### src/rtl/gci_std_display_vram_arbiter.sv
// VRAM arbiter between the display request controller (session master) and the refresh fetcher.
// Forwards master accesses with zero latency and returns read data through a credit-limited FIFO.
module gci_std_display_vram_arbiter #(
    parameter int P_MEM_ADDR_N = 23,
    parameter int P_RBUF_DEPTH = 4,
    parameter int P_RBUF_N     = 2
) (
    input  logic                    iCLOCK,
    input  logic                    inRESET,
    // Session master
    input  logic                    iIF_REQ,
    output logic                    oIF_ACK,
    input  logic                    iIF_FINISH,
    output logic                    oIF_BREAK,
    input  logic                    iIF_ENA,
    input  logic                    iIF_RW,
    input  logic [P_MEM_ADDR_N-1:0] iIF_ADDR,
    input  logic [7:0]              iIF_R,
    input  logic [7:0]              iIF_G,
    input  logic [7:0]              iIF_B,
    output logic                    oIF_BUSY,
    output logic                    oIF_VALID,
    input  logic                    iIF_BUSY,
    output logic [31:0]             oIF_DATA,
    // Refresh fetcher
    input  logic                    iPRI_REQ,
    output logic                    oPRI_GNT,
    // VRAM port
    output logic                    oMEM_ENA,
    output logic                    oMEM_RW,
    output logic [P_MEM_ADDR_N-1:0] oMEM_ADDR,
    output logic [23:0]             oMEM_DATA,
    input  logic                    iMEM_BUSY,
    input  logic                    iMEM_VALID,
    input  logic [31:0]             iMEM_DATA
);

    typedef enum logic [1:0] {
        ST_IDLE   = 2'd0,
        ST_ACTIVE = 2'd1,
        ST_DRAIN  = 2'd2,
        ST_PRI    = 2'd3
    } state_t;

    localparam logic [P_RBUF_N+1:0] L_DEPTH = (P_RBUF_N+2)'(P_RBUF_DEPTH);

    state_t                r_state;
    logic                  r_ack;
    logic                  r_break;
    logic                  r_pri_gnt;
    logic [P_RBUF_N:0]     r_outstanding;
    logic [P_RBUF_N:0]     r_count;
    logic [P_RBUF_N-1:0]   r_wptr;
    logic [P_RBUF_N-1:0]   r_rptr;
    logic [31:0]           r_rbuf [P_RBUF_DEPTH];

    logic [P_RBUF_N+1:0]   w_in_use;
    logic                  w_no_credit;
    logic                  w_busy;
    logic                  w_accept;
    logic                  w_rd_issue;
    logic                  w_ret;
    logic                  w_pop;

    // Credit covers reads still in flight plus results not yet taken, so a return can never overflow.
    assign w_in_use    = {1'b0, r_outstanding} + {1'b0, r_count};
    assign w_no_credit = (w_in_use >= L_DEPTH);
    assign w_busy      = (r_state != ST_ACTIVE) | r_break | iMEM_BUSY | w_no_credit;
    assign w_accept    = iIF_ENA & ~w_busy & ~iIF_FINISH;
    assign w_rd_issue  = w_accept & ~iIF_RW;
    // A return with nothing outstanding is a protocol error and is discarded.
    assign w_ret       = iMEM_VALID & (r_outstanding != '0);
    assign w_pop       = (r_count != '0) & ~iIF_BUSY;

    assign oIF_ACK   = r_ack;
    assign oIF_BREAK = r_break;
    assign oPRI_GNT  = r_pri_gnt;
    assign oIF_BUSY  = w_busy;
    assign oIF_VALID = w_pop;
    assign oIF_DATA  = r_rbuf[r_rptr];

    assign oMEM_ENA  = w_accept;
    assign oMEM_RW   = w_accept & iIF_RW;
    assign oMEM_ADDR = w_accept ? iIF_ADDR : '0;
    assign oMEM_DATA = w_accept ? {iIF_R, iIF_G, iIF_B} : '0;

    // NOTE: sequential state uses non-blocking assignments so every register samples pre-edge values.
    always_ff @(posedge iCLOCK or negedge inRESET) begin
        if (!inRESET) begin
            r_state   <= ST_IDLE;
            r_ack     <= 1'b0;
            r_break   <= 1'b0;
            r_pri_gnt <= 1'b0;
        end else begin
            case (r_state)
                ST_IDLE: begin
                    r_ack <= 1'b0;
                    if (iPRI_REQ) begin
                        r_state   <= ST_PRI;
                        r_pri_gnt <= 1'b1;
                    end else if (iIF_REQ) begin
                        r_state <= ST_ACTIVE;
                        r_ack   <= 1'b1;
                    end
                end
                ST_ACTIVE: begin
                    r_ack <= 1'b0;
                    if (iIF_FINISH) begin
                        r_state <= ST_DRAIN;
                        r_break <= 1'b0;
                    end else if (iPRI_REQ) begin
                        r_break <= 1'b1;
                    end
                end
                ST_DRAIN: begin
                    if (r_outstanding == '0) begin
                        if (iPRI_REQ) begin
                            r_state   <= ST_PRI;
                            r_pri_gnt <= 1'b1;
                        end else begin
                            r_state <= ST_IDLE;
                        end
                    end
                end
                ST_PRI: begin
                    if (!iPRI_REQ) begin
                        r_state   <= ST_IDLE;
                        r_pri_gnt <= 1'b0;
                    end
                end
                default: begin
                    r_state   <= ST_IDLE;
                    r_ack     <= 1'b0;
                    r_break   <= 1'b0;
                    r_pri_gnt <= 1'b0;
                end
            endcase
        end
    end

    always_ff @(posedge iCLOCK or negedge inRESET) begin
        if (!inRESET) begin
            r_outstanding <= '0;
        end else begin
            case ({w_rd_issue, w_ret})
                2'b10:   r_outstanding <= r_outstanding + 1'b1;
                2'b01:   r_outstanding <= r_outstanding - 1'b1;
                default: r_outstanding <= r_outstanding;
            endcase
        end
    end

    // NOTE: the small result buffer is reset so oIF_DATA reads zero after reset; larger RAMs would not be.
    always_ff @(posedge iCLOCK or negedge inRESET) begin
        if (!inRESET) begin
            r_wptr  <= '0;
            r_rptr  <= '0;
            r_count <= '0;
            for (int i = 0; i < P_RBUF_DEPTH; i++) begin
                r_rbuf[i] <= '0;
            end
        end else begin
            if (w_ret) begin
                r_rbuf[r_wptr] <= iMEM_DATA;
                r_wptr         <= r_wptr + 1'b1;
            end
            if (w_pop) begin
                r_rptr <= r_rptr + 1'b1;
            end
            case ({w_ret, w_pop})
                2'b10:   r_count <= r_count + 1'b1;
                2'b01:   r_count <= r_count - 1'b1;
                default: r_count <= r_count;
            endcase
        end
    end

endmodule

### config.mk
export PLATFORM = sky130hd
export DESIGN_NAME = gci_std_display_vram_arbiter
export DESIGN_NICKNAME = d
export VERILOG_FILES = /design/src/rtl/gci_std_display_vram_arbiter.sv
export SDC_FILE = /design/constraint.sdc
export NUM_CORES = 1
export LEC_CHECK = 0
export CAP_MARGIN = 20
export CORE_ASPECT_RATIO = 0.9
export CORE_MARGIN = 2
export CORE_UTILIZATION = 55
export DETAILED_ROUTE_END_ITERATION = 6
export DONT_BUFFER_PORTS = 1
export PLACE_DENSITY_LB_ADDON = 0.12
export SETUP_SLACK_MARGIN = 0.4
export SLEW_MARGIN = 10
export SYNTH_ARGS = -nofsm -noshare
export SYNTH_HDL_FRONTEND = slang
export SYNTH_SLANG_ARGS = --single-unit
### constraint.sdc
create_clock -name iCLOCK -period 3.1 [get_ports iCLOCK]
set_clock_uncertainty 0.1 [all_clocks]
set_input_delay 0.31 -clock iCLOCK [delete_from_list [all_inputs] [get_ports iCLOCK]]
set_output_delay 0.31 -clock iCLOCK [all_outputs]
set_load 0.01 [all_outputs]
==> reports/qor.yml, run 1 <==
worstPathCellList: "ha_1 -> nor3_2 -> nand3_1 -> buf_8 -> nor3_1 -> buf_4"
cap_violations: 0
internal_power_mw: 6.43
rows: 40
synth_compound_area_frac: 0.00853
power.density_mw_per_mm2: 1070
holdWs_ns: -0.513
combPwrFrac: 0.414
failed_checks: "hold timing"
wl_per_cell_um: 20.1
synth_cell_types: 31
place_ws_ns: 0.598
syn_area_mm2: 0.00748
min_period_ns: 2.53
grt-ovfl-total: 0
worstSetupPathType: "reg2out"
seq_area_mm2: 0.00358
dieArea_mm2: 0.0146
cts_max_level: 4
fin_tns_setup_ns: 0
total_power_mw: 9.37
path_max_fanout: 49
synth_top_family_by_area: "multiplexers"
syn_inst: 500
dp_hpwl_mm: 9.22
grt_pass1_wl_mm: 24.0
nFillCells: 946
arrival_ns: 2.12
yosys_warnings: 0
drtIter0Drc: 223
routed_via_density: 5.59
endpoint_kind: "primary output"
leakage_nw: 4.29
hold_viol: 143
drt-pass1-iter-count: 4
syn2layout_area_growth_pct: 17.3
synth_xor_area_frac: 0.0105
slowest_delay_ns: 0.42
avgSynthCellArea_um2: 15.0
cts_tree: "done"
power_frac_seq: 0.375
fin_cells: 760
clkTransAtPathRegs_ns: 0.06
antenna_left: 0
rrSetupSlack_ns: 0.59
clockRootBuffer: "clkbuf_16"
globalRouteTotalUtil: 0.218
synthSimpleGateAreaFrac: 0.0612
run_status: "finished, violations left"
wirelength_mm: 15.2
port-buffer-count: 0
io_pins: 175
finalCritPeriodShare: 0.817
synth_adder_area_share: 0.0187
gp_congestion: 0.748
startpoint_type: "flop"
postCtsHoldBufs: 38
crit_cells: 6
hold_path.class: "in2async"
rsz0062_at_grt: "false"
max_freq_ghz: 0.395
drive_above_1_share: 0.433
required_ns: 2.69
start_util: 0.562
netSwitchingFraction: 0.314
clk_latency_ns: 0.41
rr_worst_depth: 8
syn_nets: 599
grt_pass1_vias: 4418
synth-seq-cells: 143
cp_slowest_cell: "dfrtp_1"
synthMuxAreaShare: 0.350
synth_seq_area_share: 0.478
finalMaxSlewViolations: 0
p_clk_frac: 0.211
grt_max_degree: 144
cp.buffers_inverters: 2
post_cts_buffers: 0
switching_power_mw: 2.95
cts_sinks: 143
grt_antenna_before_repair: 1
drc: 0
max-vdd-ir-drop_v: 0.000526
core_area_mm2: 0.0133
numCtsBuffers: 17
fp.dieW_um: 127
final_core_util: 0.659
max-clock-path-buffers: 2
die_height_um: 115
num_vias: 4251
multi_input_area_mm2: 0.00339
setup_violations: 0
worst_slew_pin_slew_ns: 0.526
relSlewSlack: 0.650
setup_ws_ns: 0.567
critPathTopFamily: "simple AND/OR/NAND/NOR gates"
placed_cells: 691
final_nets: 679
-- timing repair --
item,CTS,global route
endpoints found under the setup margin,0,46
hold endpoints to repair,277,143
resized for setup,0,8
-- routing by layer --
metal / share of wire / track usage
met5: 0 / 0
met4: 0.013 / 0.0703
met3: 0.046 / 0.0654
met2: 0.48 / 0.333
met1: 0.46 / 0.302
-- per-stage QoR --
stage,hold slack (ns),instance area (um^2)
final,-0.513,8780
after global routing,-0.542,8770
after detailed placement,-0.0816,7790
after floorplan,-0.0856,7480
after CTS,-0.535,8740
after global placement,-0.0820,7790
-- state kept, by name, summed over array words and instances (netlist names), 2 cells and up --
signal	count
r_count	3
r_outstanding	3
r_rbuf	128
r_rptr	2
r_state	2
r_wptr	2
-- Yosys cell counts --
library cell	instances	area share
ha_1	8	0.013
or3_4	1	0.0015
mux2_4	120	0.24
fa_1	2	0.0054
clkbuf_1	9	0.0045
nor2_1	6	0.0030
nor3_1	51	0.034
and2b_1	1	0.0010
nand2_1	4	0.0020
xnor2_1	3	0.0035
o31ai_1	1	0.0010
inv_8	1	0.0015
nand4_1	1	0.00084
buf_2	7	0.0047
nor3b_1	1	0.0010
xor2_1	6	0.0070
mux4_2	32	0.096
inv_1	57	0.029
nand3b_1	2	0.0020
nand2_4	1	0.0015
o21ai_0	5	0.0033
o22ai_1	1	0.00084
or3_1	1	0.00084
nand3_1	4	0.0027
nand2_8	4	0.011
mux2i_1	1	0.0013
buf_12	12	0.032
a21oi_1	5	0.0033
buf_1	2	0.0010
mux2_2	8	0.012
dfrtp_1	143	0.48
-- layout make-up --
class	count	area share
clock buffers	20	0.0520
multi-input cells	269	0.386
well taps	168	0.0239
inverters	58	0.0257
repair buffers	91	0.0909
clock inverters	10	0.0131
diodes	1	0.000285
flip-flops and latches	143	0.408
-- logic make-up (layout without fill, tap and decap cells) --
| family | Yosys count | after routing |
|---|---|---|
| compound gates | 12 | 12 |
| xor+xnor | 9 | 9 |
| fa+ha+maj | 10 | 10 |
| buf+inv | 88 | 179 |
| flops | 143 | 143 |
| mux | 161 | 161 |
| other cells | 0 | 1 |
| simple gates | 77 | 77 |
-- final timing paths --
kind                                         startpoint                      endpoint
max                        r_outstanding[2]$_DFFE_PN0P_                 oMEM_DATA[10]
min                                             inRESET        r_rbuf[72]$_DFFE_PN0P_
max reg2reg                r_outstanding[2]$_DFFE_PN0P_  r_outstanding[1]$_DFFE_PN0P_
min reg2reg                      r_count[2]$_DFFE_PN0P_        r_count[2]$_DFFE_PN0P_
max in group asynchronous                       inRESET         r_rptr[0]$_DFFE_PN0P_
min in group iCLOCK                            iIF_BUSY         r_rptr[0]$_DFFE_PN0P_
-- power groups by stage --
stage               combinational, mW  sequential, mW  clock (mW)
finish                           3.88            3.51        1.98
global route                     4.14            3.63        2.11
CTS                              3.92            3.51        2.01
detailed placement               3.83            3.51           0
global placement                 3.75            3.46           0
floorplan                        3.56            3.23           0
-- worst register-to-register path, stage by stage (launching register included) --
cell and delay (ns):
dfrtp_1 0.42, ha_1 0.32, nor3_2 0.22, nand3_1 0.14
or3_1 0.37, ha_1 0.21, inv_1 0.08, fa_1 0.41
o21ai_0 0.17
-- placed cells by master, fill, tap and decap left out, drive strengths merged, types with 5 or more instances in the layout --
cell,Yosys,final
mux4,32,32
dfrtp,143,143
xor2,6,6
ha,8,8
nor3,51,51
dlygate4sd3,0,38
mux2,128,128
clkinv,0,5
nor2,6,6
nand2,9,9
o21ai,5,5
buf,21,53
clkbuf,9,20
inv,58,58
a21oi,5,5
Note: power is estimated with default switching activity, not from simulation.
==> inputs of run 2 (changes only) <==
==> constraint.sdc (replaced) <==
create_clock -name iCLOCK -period 2.57 [get_ports iCLOCK]
set_clock_uncertainty 0.1 [all_clocks]
set_input_delay 0.257 -clock iCLOCK [delete_from_list [all_inputs] [get_ports iCLOCK]]
set_output_delay 0.257 -clock iCLOCK [all_outputs]
set_load 0.01 [all_outputs]
==> reports/qor.yml, run 2 (synthesis gave the netlist of run 1 again) <==
netSwitchingFraction: 0.309  # -0.00579
final_core_util: 0.692  # +0.0323
switching_power_mw: 3.78  # +28%
holdWs_ns: -0.568  # -0.0552 ns
max-vdd-ir-drop_v: 0.000791  # +50%
drc: 0  # unchanged
cts_sinks: 143  # unchanged
total_power_mw: 12.3  # +31%
rsz0062_at_grt: "true"
worstSetupPathType: "reg2out"
grt.busiest_layer: "met2"
rr_worst_depth: 10  # +2
fin_tns_setup_ns: 0  # unchanged
relSlewSlack: 0.704  # +0.0545
use_met1: 0.311  # +0.00909
core_area_mm2: 0.0133  # unchanged
drt-pass1-iter-count: 4  # unchanged
gp_congestion: 0.706  # -5.6%
arrival_ns: 2.10  # -0.02 ns
hold_viol: 143  # unchanged
grt-ovfl-total: 0  # unchanged
clockRootBuffer: "clkbuf_16"
min_period_ns: 2.45
top_register: "r_rbuf"
run_status: "finished, violations left"
grt_pass1_wl_mm: 24.7  # +2.6%
setup_violations: 0  # unchanged
groute.layer.met3.usage: 0.0579  # -0.00748
required_ns: 2.21  # -0.48 ns
postCtsHoldBufs: 38  # unchanged
grt_pass1_vias: 4468  # +1.1%
rows: 40  # unchanged
antenna_left: 0  # unchanged
cts_max_level: 4  # unchanged
grt_antenna_before_repair: 1  # unchanged
wl_per_cell_um: 21.5  # +7.0%
drtIter0Drc: 213  # -4.5%
startpoint_type: "flop"
placed_cells: 692  # +0.14%
wirelength_mm: 16.7  # +9.8%
start_util: 0.562  # unchanged
io_pins: 175  # unchanged
cts_tree: "done"
p_clk_frac: 0.231  # +0.020
finalCritPeriodShare: 0.955
reg_top3: "r_rbuf: 128 flops, r_count: 3 flops, r_outstanding: 3 flops"
fin_cells: 780  # +2.6%
cap_violations: 0  # unchanged
drive_above_1_share: 0.478  # +0.0447
reg2reg_from: "r_outstanding[2]$_DFFE_PN0P_"
die_height_um: 115  # unchanged
hold_path.class: "in2async"
port-buffer-count: 0  # unchanged
combPwrFrac: 0.424  # +0.010
grt_max_degree: 144  # unchanged
finalMaxSlewViolations: 0  # unchanged
reg2reg_to: "r_outstanding[2]$_DFFE_PN0P_"
failed_checks: "hold timing"
numCtsBuffers: 17  # unchanged
max_freq_ghz: 0.407
layout_commonest_cell: "dfrtp_1"
power_frac_seq: 0.344  # -0.031
mostFrequentLayoutCells: "dfrtp_1, mux2_4, buf_4"
leakage_nw: 4.49  # +4.5%
clk_latency_ns: 0.42  # about the same
dieArea_mm2: 0.0146  # unchanged
endpoint_kind: "primary output"
internal_power_mw: 8.47  # +32%
dp_hpwl_mm: 9.17  # -0.56%
num_vias: 4353  # +2.4%
power.density_mw_per_mm2: 1330  # +25%
max-clock-path-buffers: 2  # unchanged
worst_slew_pin_slew_ns: 0.443  # -0.0822 ns
grt_use_met2: 0.342  # +0.00860
routed_via_density: 5.58  # -0.23%
fp.dieW_um: 127  # unchanged
largest_register_ff_count: 128  # unchanged
rrSetupSlack_ns: 0.19  # -0.40 ns
syn2layout_area_growth_pct: 23.0
globalRouteTotalUtil: 0.221  # +0.00305
clkTransAtPathRegs_ns: 0.06  # about the same
path_max_fanout: 24  # -51%
final_nets: 697  # +2.7%
run 2: metrics by stage:
stage | worst slack [ns] | hold WS, ns | cell area [um^2]
after global routing | 0.0376 | -0.595 | 9210
final | 0.115 | -0.568 | 9210
after CTS | 0.185 | -0.588 | 9030
after detailed placement | 0.202 | -0.135 | 7800
after floorplan | 0.255 | -0.139 | 7490
after global placement | 0.235 | -0.136 | 7800
run 2: power by group through the flow:
stage          clock network, mW  logic, mW  registers (mW)
2_1_floorplan                  0       4.31            3.90
3_3_place_gp                   0       4.56            4.15
3_5_place_dp                   0       4.64            4.21
4_1_cts                     2.87       5.01            4.19
5_1_grt                     2.97       5.53            4.35
6_report                    2.84       5.20            4.22
run 2: layer usage:
layer / part of all wire / vias up
met4: 0.013 / 0
met3: 0.038 / 15
li1: - / 1959
met1: 0.45 / 2297
met5: 0 / -
met2: 0.49 / 82
run 2: cell type report:
type / count / area, um^2
fillers: 931 / 4110
flip-flops and latches: 143 / 3580
multi-input cells: 273 / 3540
repair buffers: 105 / 973
clock buffers: 20 / 437
clock inverters: 12 / 239
inverters: 58 / 225
well taps: 168 / 210
diodes: 1 / 2.50
run 2: how the worst max path moves through the flow:
stage          slack, ns                          from                      endpoint
5_1_grt             0.04  r_outstanding[2]$_DFFE_PN0P_                 oMEM_DATA[18]
3_5_place_dp        0.20  r_outstanding[2]$_DFFE_PN0P_  r_outstanding[1]$_DFFE_PN0P_
4_1_cts             0.19  r_outstanding[2]$_DFFE_PN0P_                 oMEM_DATA[22]
3_3_place_gp        0.23  r_outstanding[2]$_DFFE_PN0P_  r_outstanding[2]$_DFFE_PN0P_
2_1_floorplan       0.26  r_outstanding[2]$_DFFE_PN0P_  r_outstanding[1]$_DFFE_PN0P_
6_report            0.12  r_outstanding[2]$_DFFE_PN0P_                 oMEM_DATA[18]
run 2: repair_timing:
| item | in CTS | in global routing |
|---|---|---|
| setup endpoints to repair | 80 | 80 |
| gates resized for setup | 17 | 20 |
| setup buffers | 10 | 1 |
| pin swaps | 4 | 9 |
| endpoints found under the hold margin | 278 | 143 |
| cloned | 1 | 5 |
run 2: worst max-delay path, stage by stage (launching register included):
cell and delay (ns):
dfrtp_1 0.41, ha_4 0.25, nor3_4 0.24, nand3_4 0.14, clkbuf_16 0.23, nor3_1 0.23, buf_4 0.17
==> inputs of run 3 (changes only) <==
--- a/config.mk
+++ b/config.mk
@@ -8,7 +8,7 @@
 export CAP_MARGIN = 20
 export CORE_ASPECT_RATIO = 0.9
 export CORE_MARGIN = 2
-export CORE_UTILIZATION = 55
+export CORE_UTILIZATION = 64
 export DETAILED_ROUTE_END_ITERATION = 6
 export DONT_BUFFER_PORTS = 1
 export PLACE_DENSITY_LB_ADDON = 0.12
==> reports/qor.yml, run 3 (synthesis gave the netlist of run 1 again) <==
cts_tree: "done"
rows: 37  # -7.5%
grt.busiest_layer: "met2"
wl_per_cell_um: 25.6  # +19%
min_period_ns: 2.59  # +0.138 ns
grt_pass1_wl_mm: 27.1  # +9.6%
globalRouteTotalUtil: 0.281  # +0.0605
num_vias: 4827  # +11%
cts_max_level: 4  # unchanged
numCtsBuffers: 17  # unchanged
cp_slowest_cell: "dfrtp_1"
num_antenna_cells: 0  # -1
grt_pass1_vias: 4971  # +11%
endpoint_kind: "flop"
worst_slew_pin_slew_ns: 0.803  # +0.360 ns
hold_path.class: "in2async"
grt_use_met2: 0.466  # +0.124
drc: 0  # unchanged
io_pins: 175  # unchanged
failed_checks: "hold timing, setup timing"
arrival_ns: 2.79  # +0.69 ns
nFillCells: 516  # -45%
setup_ws_ns: -0.0231  # -0.138 ns
finalCritPeriodShare: 1.01  # +0.0538
slowest_delay_ns: 0.41  # about the same
startpoint_type: "flop"
hold_viol: 143  # unchanged
placed_cells: 681  # -1.6%
worstPathCellList: "ha_4 -> nor3_4 -> nand3_4 -> or3_4 -> ha_4 -> inv_2 -> fa_2 -> xor2_1 -> nor2_1 -> xor2_1"
dieArea_mm2: 0.0126  # -14%
worstSetupPathType: "reg2reg"
port-buffer-count: 0  # unchanged
run_status: "finished, violations left"
total_power_mw: 12.6  # +3.1%
placed_area_mm2: 0.00780  # -0.11%
die_height_um: 107  # -7.0%
start_util: 0.654  # +0.0923
largest_register_ff_count: 128  # unchanged
grt_antenna_before_repair: 0  # -1
drive_above_1_share: 0.536  # +0.0576
core_area_mm2: 0.0114  # -14%
syn2layout_area_growth_pct: 30.7
grt_max_degree: 144  # unchanged
antenna_left: 0  # unchanged
drtIter0Drc: 378  # +77%
setup_violations: 2  # +2
required_ns: 2.76  # +0.55 ns
layout_commonest_cell: "dfrtp_1"
finish.instance_area_mm2: 0.00978  # +6.3%
cp.buffers_inverters: 1  # -1
mostFrequentLayoutCells: "dfrtp_1, mux2_4, buf_4"
leakage_nw: 4.70  # +4.7%
rsz0062_at_grt: "true"
finalMaxSlewViolations: 0  # unchanged
use_met1: 0.368  # +0.0575
fp.dieW_um: 118  # -7.1%
final_nets: 721  # +3.4%
cts_sinks: 143  # unchanged
drt-pass1-iter-count: 4  # unchanged
wirelength_mm: 20.2  # +21%
gp_congestion: 0.745  # +5.5%
power.density_mw_per_mm2: 1290  # -3.0%
clk_latency_ns: 0.41  # about the same
top_register: "r_rbuf"
relSlewSlack: 0.465  # -0.239
critPathTopFamily: "simple AND/OR/NAND/NOR gates"
clkTransAtPathRegs_ns: 0.06  # about the same
max_freq_ghz: 0.386  # -5.3%
dp_hpwl_mm: 9.33  # +1.7%
grt-ovfl-total: 0  # unchanged
max-clock-path-buffers: 2  # unchanged
postCtsHoldBufs: 38  # unchanged
clockRootBuffer: "clkbuf_16"
fin_cells: 789  # +1.2%
reg_top3: "r_rbuf: 128 flops, r_count: 3 flops, r_outstanding: 3 flops"
holdWs_ns: -0.566  # +0.00169 ns
groute.layer.met3.usage: 0.0803  # +0.0224
routed_via_density: 6.12  # +9.6%
cap_violations: 0  # unchanged
max-vdd-ir-drop_v: 0.000781  # -1.2%
path_max_fanout: 5  # -79%
run 3: cell count changes in the layout (fill, tap and decap cells not counted), sizes merged, moves of 2 or more:
| cell | change |
|---|---|
| clkbuf | -2 |
| nand2 | +8 |
| buf | +16 |
| clkinv | +2 |
| clkinvlp | +2 |
| bufinv | -4 |
run 3: worst paths after layout:
kind	from	to	slack, ns	cells past startpoint
setup / recovery	r_count[2]$_DFFE_PN0P_	r_outstanding[2]$_DFFE_PN0P_	-0.02	10
hold / removal	inRESET	r_rbuf[74]$_DFFE_PN0P_	-0.57	0
setup reg to reg	r_count[2]$_DFFE_PN0P_	r_outstanding[2]$_DFFE_PN0P_	-0.02	10
hold reg to reg	r_rbuf[112]$_DFFE_PN0P_	r_rbuf[112]$_DFFE_PN0P_	0.40	1
max in group asynchronous	inRESET	r_rptr[0]$_DFFE_PN0P_	2.72	0
min in group iCLOCK	iMEM_VALID	r_count[0]$_DFFE_PN0P_	0.09	3
run 3: final cells by class:
class / count / area (um^2) / share of cell area
Timing Repair Buffer: 121 / 1220 / 0.125
Clock inverter: 11 / 143 / 0.0146
Clock buffer: 19 / 443 / 0.0453
Multi-Input combinational cell: 281 / 3960 / 0.404
Inverter: 58 / 244 / 0.0249
Sequential cell: 143 / 3580 / 0.366
Tap cell: 156 / 195 / 0.0200
run 3: per-layer routing:
metal  up-vias  routed length (um)
li1       2017                   -
met1      2585                8200
met4         0                 312
met2       197               10500
met3        28                1140
met5         -                   0
run 3: repair_timing:
action,CTS,global route
cloned,4,12
gates resized for setup,26,85
endpoints found under the hold margin,278,143
endpoints found under the setup margin,75,182
setup buffers,12,12
pin swaps,7,14
run 3: per-stage QoR:
step / TNS [ns] / util / setup WS [ns] / hold slack (ns)
after floorplan: 0 / - / 0.255 / -0.139
after global placement: 0 / 0.682 / 0.243 / -0.134
after detailed placement: 0 / 0.682 / 0.135 / -0.135
after CTS: 0 / 0.795 / 0.110 / -0.575
after global routing: -0.998 / 0.856 / -0.111 / -0.585
final: -0.0405 / 0.856 / -0.0231 / -0.566
run 3: worst reg2reg max path: stages, from the launching register on:
cell and delay (ns):
dfrtp_1 0.41, ha_4 0.26, nor3_4 0.26, nand3_4 0.16, or3_4 0.41, ha_4 0.18, inv_2 0.05, fa_2 0.19
xor2_1 0.21, nor2_1 0.08, xor2_1 0.16
run 3: power breakdown:
group          switching [mW]  total [mW]  internal [mW]
clock network           0.931        2.47           1.53
registers               0.826        4.26           3.43
logic                    2.57        5.91           3.34
total                    4.32        12.6           8.31
